`config.mk`:
```
export PLATFORM = sky130hd
export DESIGN_NAME = bullet_slot_scheduler_flat
export DESIGN_NICKNAME = d
export VERILOG_FILES = /design/src/rtl/bullet_slot_scheduler_if.sv /design/src/rtl/bullet_slot_scheduler.sv /design/src/flat_wrapper.sv
export SDC_FILE = /design/constraint.sdc
export NUM_CORES = 1
export LEC_CHECK = 0
export ABC_CLOCK_PERIOD_IN_PS = 2900
export BUFFER_PORTS_ARGS = -buffer_cell sky130_fd_sc_hd__buf_2
export CAP_MARGIN = 20
export CORE_MARGIN = 3
export CORE_UTILIZATION = 59
export CTS_BUF_LIST = sky130_fd_sc_hd__clkbuf_8
export DETAILED_ROUTE_END_ITERATION = 8
export HOLD_SLACK_MARGIN = 0.08
export MAX_ROUTING_LAYER = met4
export PLACE_DENSITY = 0.86
export SLEW_MARGIN = 15
export SYNTH_ARGS = -nofsm -noshare
export SYNTH_HDL_FRONTEND = slang
export SYNTH_SLANG_ARGS = --single-unit
```
`constraint.sdc`:
```
create_clock -name CLK -period 2.9 [get_ports CLK]
set_input_delay 0.58 -clock CLK [delete_from_list [all_inputs] [get_ports CLK]]
set_output_delay 0.58 -clock CLK [all_outputs]
set_load 0.005 [all_outputs]
```
`src/rtl/bullet_slot_scheduler_if.sv`:
```
// Tank-side fire handshake for the bullet slot scheduler:
// fire requests, shooter position/velocity, and grant/deny pulses.
interface bullet_slot_scheduler_if;
    logic       fire1;
    logic       fire2;
    logic [9:0] Tank1X;
    logic [9:0] Tank1Y;
    logic [9:0] Tank2X;
    logic [9:0] Tank2Y;
    logic [3:0] step1X;
    logic [3:0] step1Y;
    logic [3:0] step2X;
    logic [3:0] step2Y;
    logic       grant1;
    logic       grant2;
    logic       deny1;
    logic       deny2;

    modport master (
        output fire1, fire2,
        output Tank1X, Tank1Y, Tank2X, Tank2Y,
        output step1X, step1Y, step2X, step2Y,
        input  grant1, grant2, deny1, deny2
    );

    modport slave (
        input  fire1, fire2,
        input  Tank1X, Tank1Y, Tank2X, Tank2Y,
        input  step1X, step1Y, step2X, step2Y,
        output grant1, grant2, deny1, deny2
    );
endinterface

```
`src/rtl/bullet_slot_scheduler.sv`:
```
// Shared bullet slot pool: grants tank fire requests, moves bullets per frame.
// Define BULLET_SLOT_RR_EN for round-robin contest winner (else tank1 wins).
module bullet_slot_scheduler #(
    parameter int NUM_SLOTS    = 3,
    parameter int MAX_PER_TANK = 2,
    parameter int LIFETIME     = 300,
    parameter int BULLET_SIZE  = 2
) (
    input  logic                      CLK,
    input  logic                      Reset_n,
    input  logic                      frame_tick,
    input  logic [NUM_SLOTS-1:0]      wall_hit,
    bullet_slot_scheduler_if.slave    tank,
    output logic [10*NUM_SLOTS-1:0]   BulletX,
    output logic [10*NUM_SLOTS-1:0]   BulletY,
    output logic [9:0]                BulletS,
    output logic [NUM_SLOTS-1:0]      is_active,
    output logic [NUM_SLOTS-1:0]      owner
);

    localparam int IW = (NUM_SLOTS > 1) ? $clog2(NUM_SLOTS) : 1;
    localparam int CW = $clog2(NUM_SLOTS + 1);
    localparam logic [CW-1:0] MAXC  = CW'(MAX_PER_TANK);
    localparam logic [8:0]    LIFE0 = 9'(LIFETIME);

    typedef enum logic {
        S_IDLE   = 1'b0,
        S_ACTIVE = 1'b1
    } slot_st_t;

    slot_st_t    r_st   [NUM_SLOTS];
    logic [9:0]  r_x    [NUM_SLOTS];
    logic [9:0]  r_y    [NUM_SLOTS];
    logic [9:0]  r_sx   [NUM_SLOTS];
    logic [9:0]  r_sy   [NUM_SLOTS];
    logic [8:0]  r_life [NUM_SLOTS];
    logic        r_own  [NUM_SLOTS];
    logic [9:0]  r_bs;

    logic [9:0]  w_nx   [NUM_SLOTS];
    logic [9:0]  w_ny   [NUM_SLOTS];
    logic [8:0]  w_nl   [NUM_SLOTS];
    logic        w_ret  [NUM_SLOTS];

    logic [CW-1:0] w_cnt1;
    logic [CW-1:0] w_cnt2;
    logic [IW-1:0] w_f0;
    logic [IW-1:0] w_f1;
    logic          w_f0_ok;
    logic          w_f1_ok;
    logic          w_e1;
    logic          w_e2;
    logic          w_win2;
    logic          w_take1;
    logic          w_take2;
    logic [IW-1:0] w_slot1;
    logic [IW-1:0] w_slot2;
    logic [9:0]    w_sx1;
    logic [9:0]    w_sy1;
    logic [9:0]    w_sx2;
    logic [9:0]    w_sy2;

    assign w_sx1 = {{6{tank.step1X[3]}}, tank.step1X};
    assign w_sy1 = {{6{tank.step1Y[3]}}, tank.step1Y};
    assign w_sx2 = {{6{tank.step2X[3]}}, tank.step2X};
    assign w_sy2 = {{6{tank.step2Y[3]}}, tank.step2Y};

    // Occupancy per tank and the two lowest idle slots, from current state only,
    // so a slot retiring this cycle is not reusable until the next one.
    always_comb begin
        w_cnt1  = '0;
        w_cnt2  = '0;
        w_f0    = '0;
        w_f1    = '0;
        w_f0_ok = 1'b0;
        w_f1_ok = 1'b0;
        for (int i = 0; i < NUM_SLOTS; i++) begin
            if (r_st[i] == S_ACTIVE) begin
                if (r_own[i]) w_cnt2 = w_cnt2 + CW'(1);
                else          w_cnt1 = w_cnt1 + CW'(1);
            end else if (!w_f0_ok) begin
                w_f0    = IW'(i);
                w_f0_ok = 1'b1;
            end else if (!w_f1_ok) begin
                w_f1    = IW'(i);
                w_f1_ok = 1'b1;
            end
        end
    end

    assign w_e1 = tank.fire1 && (w_cnt1 < MAXC);
    assign w_e2 = tank.fire2 && (w_cnt2 < MAXC);

`ifdef BULLET_SLOT_RR_EN
    logic r_rr;
    assign w_win2 = r_rr;
`else
    assign w_win2 = 1'b0;
`endif

    always_comb begin
        w_take1 = 1'b0;
        w_take2 = 1'b0;
        w_slot1 = w_f0;
        w_slot2 = w_f0;
        if (w_e1 && w_e2) begin
            if (w_f0_ok) begin
                if (w_win2) begin
                    w_take2 = 1'b1;
                    w_take1 = w_f1_ok;
                    w_slot1 = w_f1;
                end else begin
                    w_take1 = 1'b1;
                    w_take2 = w_f1_ok;
                    w_slot2 = w_f1;
                end
            end
        end else begin
            w_take1 = w_e1 && w_f0_ok;
            w_take2 = w_e2 && w_f0_ok;
        end
    end

    // Per-frame motion; retire is judged on the post-step values.
    always_comb begin
        for (int i = 0; i < NUM_SLOTS; i++) begin
            w_nx[i]  = r_x[i] + r_sx[i];
            w_ny[i]  = r_y[i] + r_sy[i];
            w_nl[i]  = r_life[i] - 9'd1;
            w_ret[i] = (w_nl[i] == 9'd0) ||
                       (w_nx[i] >= 10'd640) ||
                       (w_ny[i] >= 10'd480);
        end
    end

    always_ff @(posedge CLK or negedge Reset_n) begin
        if (!Reset_n) begin
            for (int i = 0; i < NUM_SLOTS; i++) begin
                r_st[i]   <= S_IDLE;
                r_x[i]    <= '0;
                r_y[i]    <= '0;
                r_sx[i]   <= '0;
                r_sy[i]   <= '0;
                r_life[i] <= '0;
                r_own[i]  <= 1'b0;
            end
            r_bs        <= '0;
            tank.grant1 <= 1'b0;
            tank.grant2 <= 1'b0;
            tank.deny1  <= 1'b0;
            tank.deny2  <= 1'b0;
        end else begin
            r_bs        <= 10'(BULLET_SIZE);
            tank.grant1 <= w_take1;
            tank.grant2 <= w_take2;
            tank.deny1  <= tank.fire1 && !w_take1;
            tank.deny2  <= tank.fire2 && !w_take2;
            for (int i = 0; i < NUM_SLOTS; i++) begin
                if (w_take1 && (w_slot1 == IW'(i))) begin
                    r_st[i]   <= S_ACTIVE;
                    r_x[i]    <= tank.Tank1X;
                    r_y[i]    <= tank.Tank1Y;
                    r_sx[i]   <= w_sx1;
                    r_sy[i]   <= w_sy1;
                    r_life[i] <= LIFE0;
                    r_own[i]  <= 1'b0;
                end else if (w_take2 && (w_slot2 == IW'(i))) begin
                    r_st[i]   <= S_ACTIVE;
                    r_x[i]    <= tank.Tank2X;
                    r_y[i]    <= tank.Tank2Y;
                    r_sx[i]   <= w_sx2;
                    r_sy[i]   <= w_sy2;
                    r_life[i] <= LIFE0;
                    r_own[i]  <= 1'b1;
                end else if (r_st[i] == S_ACTIVE) begin
                    if (frame_tick) begin
                        r_x[i]    <= w_nx[i];
                        r_y[i]    <= w_ny[i];
                        r_life[i] <= w_nl[i];
                    end
                    if (wall_hit[i] || (frame_tick && w_ret[i]))
                        r_st[i] <= S_IDLE;
                end
            end
        end
    end

`ifdef BULLET_SLOT_RR_EN
    // Flip only when a contested arbitration actually granted its winner.
    always_ff @(posedge CLK or negedge Reset_n) begin
        if (!Reset_n)
            r_rr <= 1'b0;
        else if (w_e1 && w_e2 && w_f0_ok)
            r_rr <= ~r_rr;
    end
`endif

    always_comb begin
        BulletX   = '0;
        BulletY   = '0;
        is_active = '0;
        owner     = '0;
        for (int i = 0; i < NUM_SLOTS; i++) begin
            BulletX[i*10 +: 10] = r_x[i];
            BulletY[i*10 +: 10] = r_y[i];
            is_active[i]        = (r_st[i] == S_ACTIVE);
            owner[i]            = r_own[i];
        end
    end

    assign BulletS = r_bs;

endmodule

```
`src/flat_wrapper.sv`:
```
// flat-port wrapper written by rule: the top's interface ports become plain ports
module bullet_slot_scheduler_flat 
#(
    parameter int NUM_SLOTS    = 3,
    parameter int MAX_PER_TANK = 2,
    parameter int LIFETIME     = 300,
    parameter int BULLET_SIZE  = 2
)
  (CLK, Reset_n, frame_tick, wall_hit, BulletX, BulletY, BulletS, is_active, owner, tank_fire1, tank_fire2, tank_Tank1X, tank_Tank1Y, tank_Tank2X, tank_Tank2Y, tank_step1X, tank_step1Y, tank_step2X, tank_step2Y, tank_grant1, tank_grant2, tank_deny1, tank_deny2);
  bullet_slot_scheduler_if tank_i ();
  input  logic CLK;
  input  logic Reset_n;
  input  logic frame_tick;
  input  logic [NUM_SLOTS-1:0] wall_hit;
  output logic [10*NUM_SLOTS-1:0] BulletX;
  output logic [10*NUM_SLOTS-1:0] BulletY;
  output logic [9:0] BulletS;
  output logic [NUM_SLOTS-1:0] is_active;
  output logic [NUM_SLOTS-1:0] owner;
  input wire logic [$bits(tank_i.fire1)-1:0] tank_fire1;
  input wire logic [$bits(tank_i.fire2)-1:0] tank_fire2;
  input wire logic [$bits(tank_i.Tank1X)-1:0] tank_Tank1X;
  input wire logic [$bits(tank_i.Tank1Y)-1:0] tank_Tank1Y;
  input wire logic [$bits(tank_i.Tank2X)-1:0] tank_Tank2X;
  input wire logic [$bits(tank_i.Tank2Y)-1:0] tank_Tank2Y;
  input wire logic [$bits(tank_i.step1X)-1:0] tank_step1X;
  input wire logic [$bits(tank_i.step1Y)-1:0] tank_step1Y;
  input wire logic [$bits(tank_i.step2X)-1:0] tank_step2X;
  input wire logic [$bits(tank_i.step2Y)-1:0] tank_step2Y;
  output wire logic [$bits(tank_i.grant1)-1:0] tank_grant1;
  output wire logic [$bits(tank_i.grant2)-1:0] tank_grant2;
  output wire logic [$bits(tank_i.deny1)-1:0] tank_deny1;
  output wire logic [$bits(tank_i.deny2)-1:0] tank_deny2;
  assign tank_i.fire1 = tank_fire1;
  assign tank_i.fire2 = tank_fire2;
  assign tank_i.Tank1X = tank_Tank1X;
  assign tank_i.Tank1Y = tank_Tank1Y;
  assign tank_i.Tank2X = tank_Tank2X;
  assign tank_i.Tank2Y = tank_Tank2Y;
  assign tank_i.step1X = tank_step1X;
  assign tank_i.step1Y = tank_step1Y;
  assign tank_i.step2X = tank_step2X;
  assign tank_i.step2Y = tank_step2Y;
  assign tank_grant1 = tank_i.grant1;
  assign tank_grant2 = tank_i.grant2;
  assign tank_deny1 = tank_i.deny1;
  assign tank_deny2 = tank_i.deny2;
  bullet_slot_scheduler #(.NUM_SLOTS(NUM_SLOTS), .MAX_PER_TANK(MAX_PER_TANK), .LIFETIME(LIFETIME), .BULLET_SIZE(BULLET_SIZE)) u_core (.CLK(CLK), .Reset_n(Reset_n), .frame_tick(frame_tick), .wall_hit(wall_hit), .tank(tank_i), .BulletX(BulletX), .BulletY(BulletY), .BulletS(BulletS), .is_active(is_active), .owner(owner));
endmodule
```
==> impl_metrics.env <==
export IMPL_core_mm2=0.0146
export IMPL_startpoint_type="flop"
export IMPL_vias_per_cell=6.40
export IMPL_numCtsBuffers=17
export IMPL_grtUsageTotal_pct=35.4
export IMPL_cts_tree="yes"
export IMPL_fp_dieW_um=128
export IMPL_grt_ovfl_total=0
export IMPL_maxSlewViolCount=0
export IMPL_worst_path_buf_inv=0
export IMPL_critical_path_class="flop to flop"
export IMPL_maxCapViolations=0
export IMPL_port_buffers=134
export IMPL_pwr_share_seq_pct=23.4
export IMPL_syn_avg_cell_area_um2=8.34
export IMPL_clkTransAtPathRegs_ns=0.07
export IMPL_yosysUniqueCellTypes=69
export IMPL_clock_root_buffer="clkbuf_8"
export IMPL_synth_edf_count=0
export IMPL_clkSinkCount=122
export IMPL_slowest_delay_ns=0.44
export IMPL_multi_input_area_mm2=0.00553
export IMPL_ant_nets=0
export IMPL_seqCellArea_mm2=0.00305
export IMPL_power_density_mw_per_mm2=1420
export IMPL_worstPathCellList="ha_1, fa_1, a21oi_1, a2bb2oi_1, nor2b_1, xnor2_1, nand2_1, o311ai_0, o221ai_1"
export IMPL_cts_htree_levels=4
export IMPL_vias=8939
export IMPL_clock_skew_ns=0.0108
export IMPL_cp_max_fo=3
export IMPL_routed_wl_um=28000
export IMPL_rsz0062_at_grt="false"
export IMPL_critPathCaptureType="flop"
export IMPL_nFillCells=1119
export IMPL_drive_above_1_share_pct=17.7
export IMPL_outcome="completed"
export IMPL_swShare_pct=48.4
export IMPL_start_util_pct=60.7
export IMPL_ir_worst_vdd_v=0.000739
export IMPL_setup_viol_count_final=0
export IMPL_yosysSeqAreaShare_pct=34.5
export IMPL_worstSkewPairLatency_ns=0.46
export IMPL_p_switching_uw=7060
export IMPL_synth_seq_cells=122
export IMPL_max_freq_mhz=371
export IMPL_layout_nets=1334
export IMPL_gp_congestion=0.971
export IMPL_clkPwrFrac_pct=10.3
export IMPL_slowest_stage="dfrtp_1"
export IMPL_slew_headroom_pct=41.5
export IMPL_grt_pass1_vias=8308
export IMPL_combPwrFrac_pct=66.3
export IMPL_wire_per_inst_um=20.0
export IMPL_clock_path_buffers=2
export IMPL_dpl_instance_area_mm2=0.00983
export IMPL_grt_antenna_before_repair=0
export IMPL_tns_ns=0
export IMPL_drtIter0Drc=1040
export IMPL_arrival_ns=3.00
export IMPL_path_delay_family="compound AO/OA/AOI/OAI gates"
export IMPL_async_flop_share_pct=100
export IMPL_drc=0
export IMPL_crit_required_ns=3.21
export IMPL_die_area_mm2=0.0165
export IMPL_io_pins=144
export IMPL_placedCellCount=1364
export IMPL_synth_main_ff_cell="dfrtp_1"
export IMPL_worstHoldPathType="primary input to asynchronous set/reset pin"
export IMPL_grt_pass1_wl_um=43900
export IMPL_syn2layout_area_growth_pct=15.8
export IMPL_syn_area_mm2=0.00885
export IMPL_dp_hpwl_um=20800
export IMPL_hold_violations=0
export IMPL_power_leakage_uw=0.00474
export IMPL_ys_warn_count=0
export IMPL_fin_cells=1396
export IMPL_worst_pin_slew_ns=0.875
export IMPL_p_int_uw=7520
export IMPL_syn_inst=1061
export IMPL_final_area_mm2=0.0103
export IMPL_fp_row_count=44
export IMPL_period_minus_slack_ns=2.70
export IMPL_grt_max_degree=46
export IMPL_diodes=0
export IMPL_fin_util_pct=70.3
export IMPL_firstDrtPassIters=6
export IMPL_ctsHoldBuffers=0
export IMPL_die_height_um=128
export IMPL_period_share_pct=92.9
cell families (layout without fill, tap and decap cells):
family / count (synthesis) / count (layout) / share of synthesized area (%)
AOI/OAI and AO/OA: 308 / 308 / 22.5
xor gates and xnor gates: 74 / 74 / 7.32
adders and majority gates: 71 / 71 / 10.5
buffers and inverters: 75 / 218 / 3.80
DFF: 122 / 122 / 34.5
muxes: 16 / 16 / 1.87
other: 2 / 10 / 0.0848
and+or+nand+nor: 393 / 393 / 19.4
metal layers:
layer / track usage, % / share of wire, % / vias up
met1: 45.7 / 38 / 4167
met3: 8.97 / 12 / 113
met4: 19.0 / 6.3 / 0
met2: 51.2 / 43 / 594
li1: - / - / 4065
met5: - / 0 / -
through the flow:
stage | power (uW) | hold WS [ns] | worst slack (ns)
2_1_floorplan | 10100 | 0.284 | 0.197
3_3_place_gp | 12400 | 0.504 | 0.153
3_5_place_dp | 12700 | 0.501 | 0.0681
4_1_cts | 14300 | 0.0966 | 0.00550
5_1_grt | 15900 | 0.111 | 0.0184
6_report | 14600 | 0.0868 | 0.204
sequential cells by signal (all words and copies together), names as in the netlist:
signal              flops
u_core.r_life          27
u_core.r_sx            12
u_core.r_sy            12
u_core.BulletX         30
u_core.BulletY         30
u_core.tank.deny1       1
u_core.BulletS          1
u_core.tank.deny2       1
u_core.tank.grant2      1
u_core.owner            3
u_core.tank.grant1      1
u_core.is_active        3
power by group through the flow:
stage               logic [uW]  clock network, uW  registers [uW]
finish                    9660               1500            3420
global route             10800               1580            3520
CTS                       9440               1510            3390
detailed placement        9340                  0            3410
global placement          9040                  0            3380
floorplan                 6940                  0            3200
Yosys cell counts, drive strengths merged (8+ instances only):
master,number,area share (%)
inv,18,0.76
xnor2,42,4.2
clkbuf,35,1.5
a21oi,51,2.9
nor2,126,5.4
nor2b,11,0.78
o211ai,9,0.82
buf,22,1.6
a22oi,8,0.68
o221ai,9,0.89
xor2,32,3.2
ha,65,9.2
mux2i,15,1.7
o31ai,12,1.1
and3,10,0.71
nand3,19,1.1
o21ai,91,5.1
nor3,22,1.2
a21o,17,1.4
dfrtp,122,34
nor4,9,0.64
a31oi,39,2.8
nand2,165,7.0
a211oi,18,1.5
timing repair:
| item | 4_1_cts | 5_1_grt |
|---|---|---|
| endpoints found under the setup margin | 0 | 33 |
| buffers inserted | 0 | 0 |
| resized for setup | 0 | 10 |
layout by cell type, fill, tap and decap left out, drive strengths merged, types with 19 or more instances in the layout:
cell    instances
nand3          19
a21oi          51
dfrtp         122
nor3           22
xnor2          42
buf           168
ha             65
nor2          126
inv            20
clkbuf         23
o21ai          91
nand2         165
a31oi          39
xor2           32
layout make-up:
type | count | area share [%]
timing repair buffer | 168 | 9.58
clock inverter | 9 | 0.683
multi-input combinational | 872 | 54.0
sequential | 122 | 29.8
clock buffer | 23 | 3.09
tap | 184 | 2.25
inverter | 18 | 0.659
final timing paths:
kind | slack, ns | start | endpoint | cells after the start
worst max register to register | 0.20 | u_core.BulletY[0]$_DFFE_PN0P_ | u_core.is_active[0]$_DFF_PN0_ | 9
worst max-delay path | 0.20 | u_core.BulletY[0]$_DFFE_PN0P_ | u_core.is_active[0]$_DFF_PN0_ | 9
worst min-delay path | 0.09 | Reset_n | u_core.r_life[15]$_DFFE_PN0P_ | 1
max in group asynchronous | 2.16 | Reset_n | u_core.BulletX[27]$_DFFE_PN0P_ | 2
worst min register to register | 0.52 | u_core.r_life[17]$_DFFE_PN0P_ | u_core.r_life[17]$_DFFE_PN0P_ | 2
min in group CLK | 0.36 | tank_fire1 | u_core.tank.deny1$_DFF_PN0_ | 2
(Power assumes the default switching activity.)
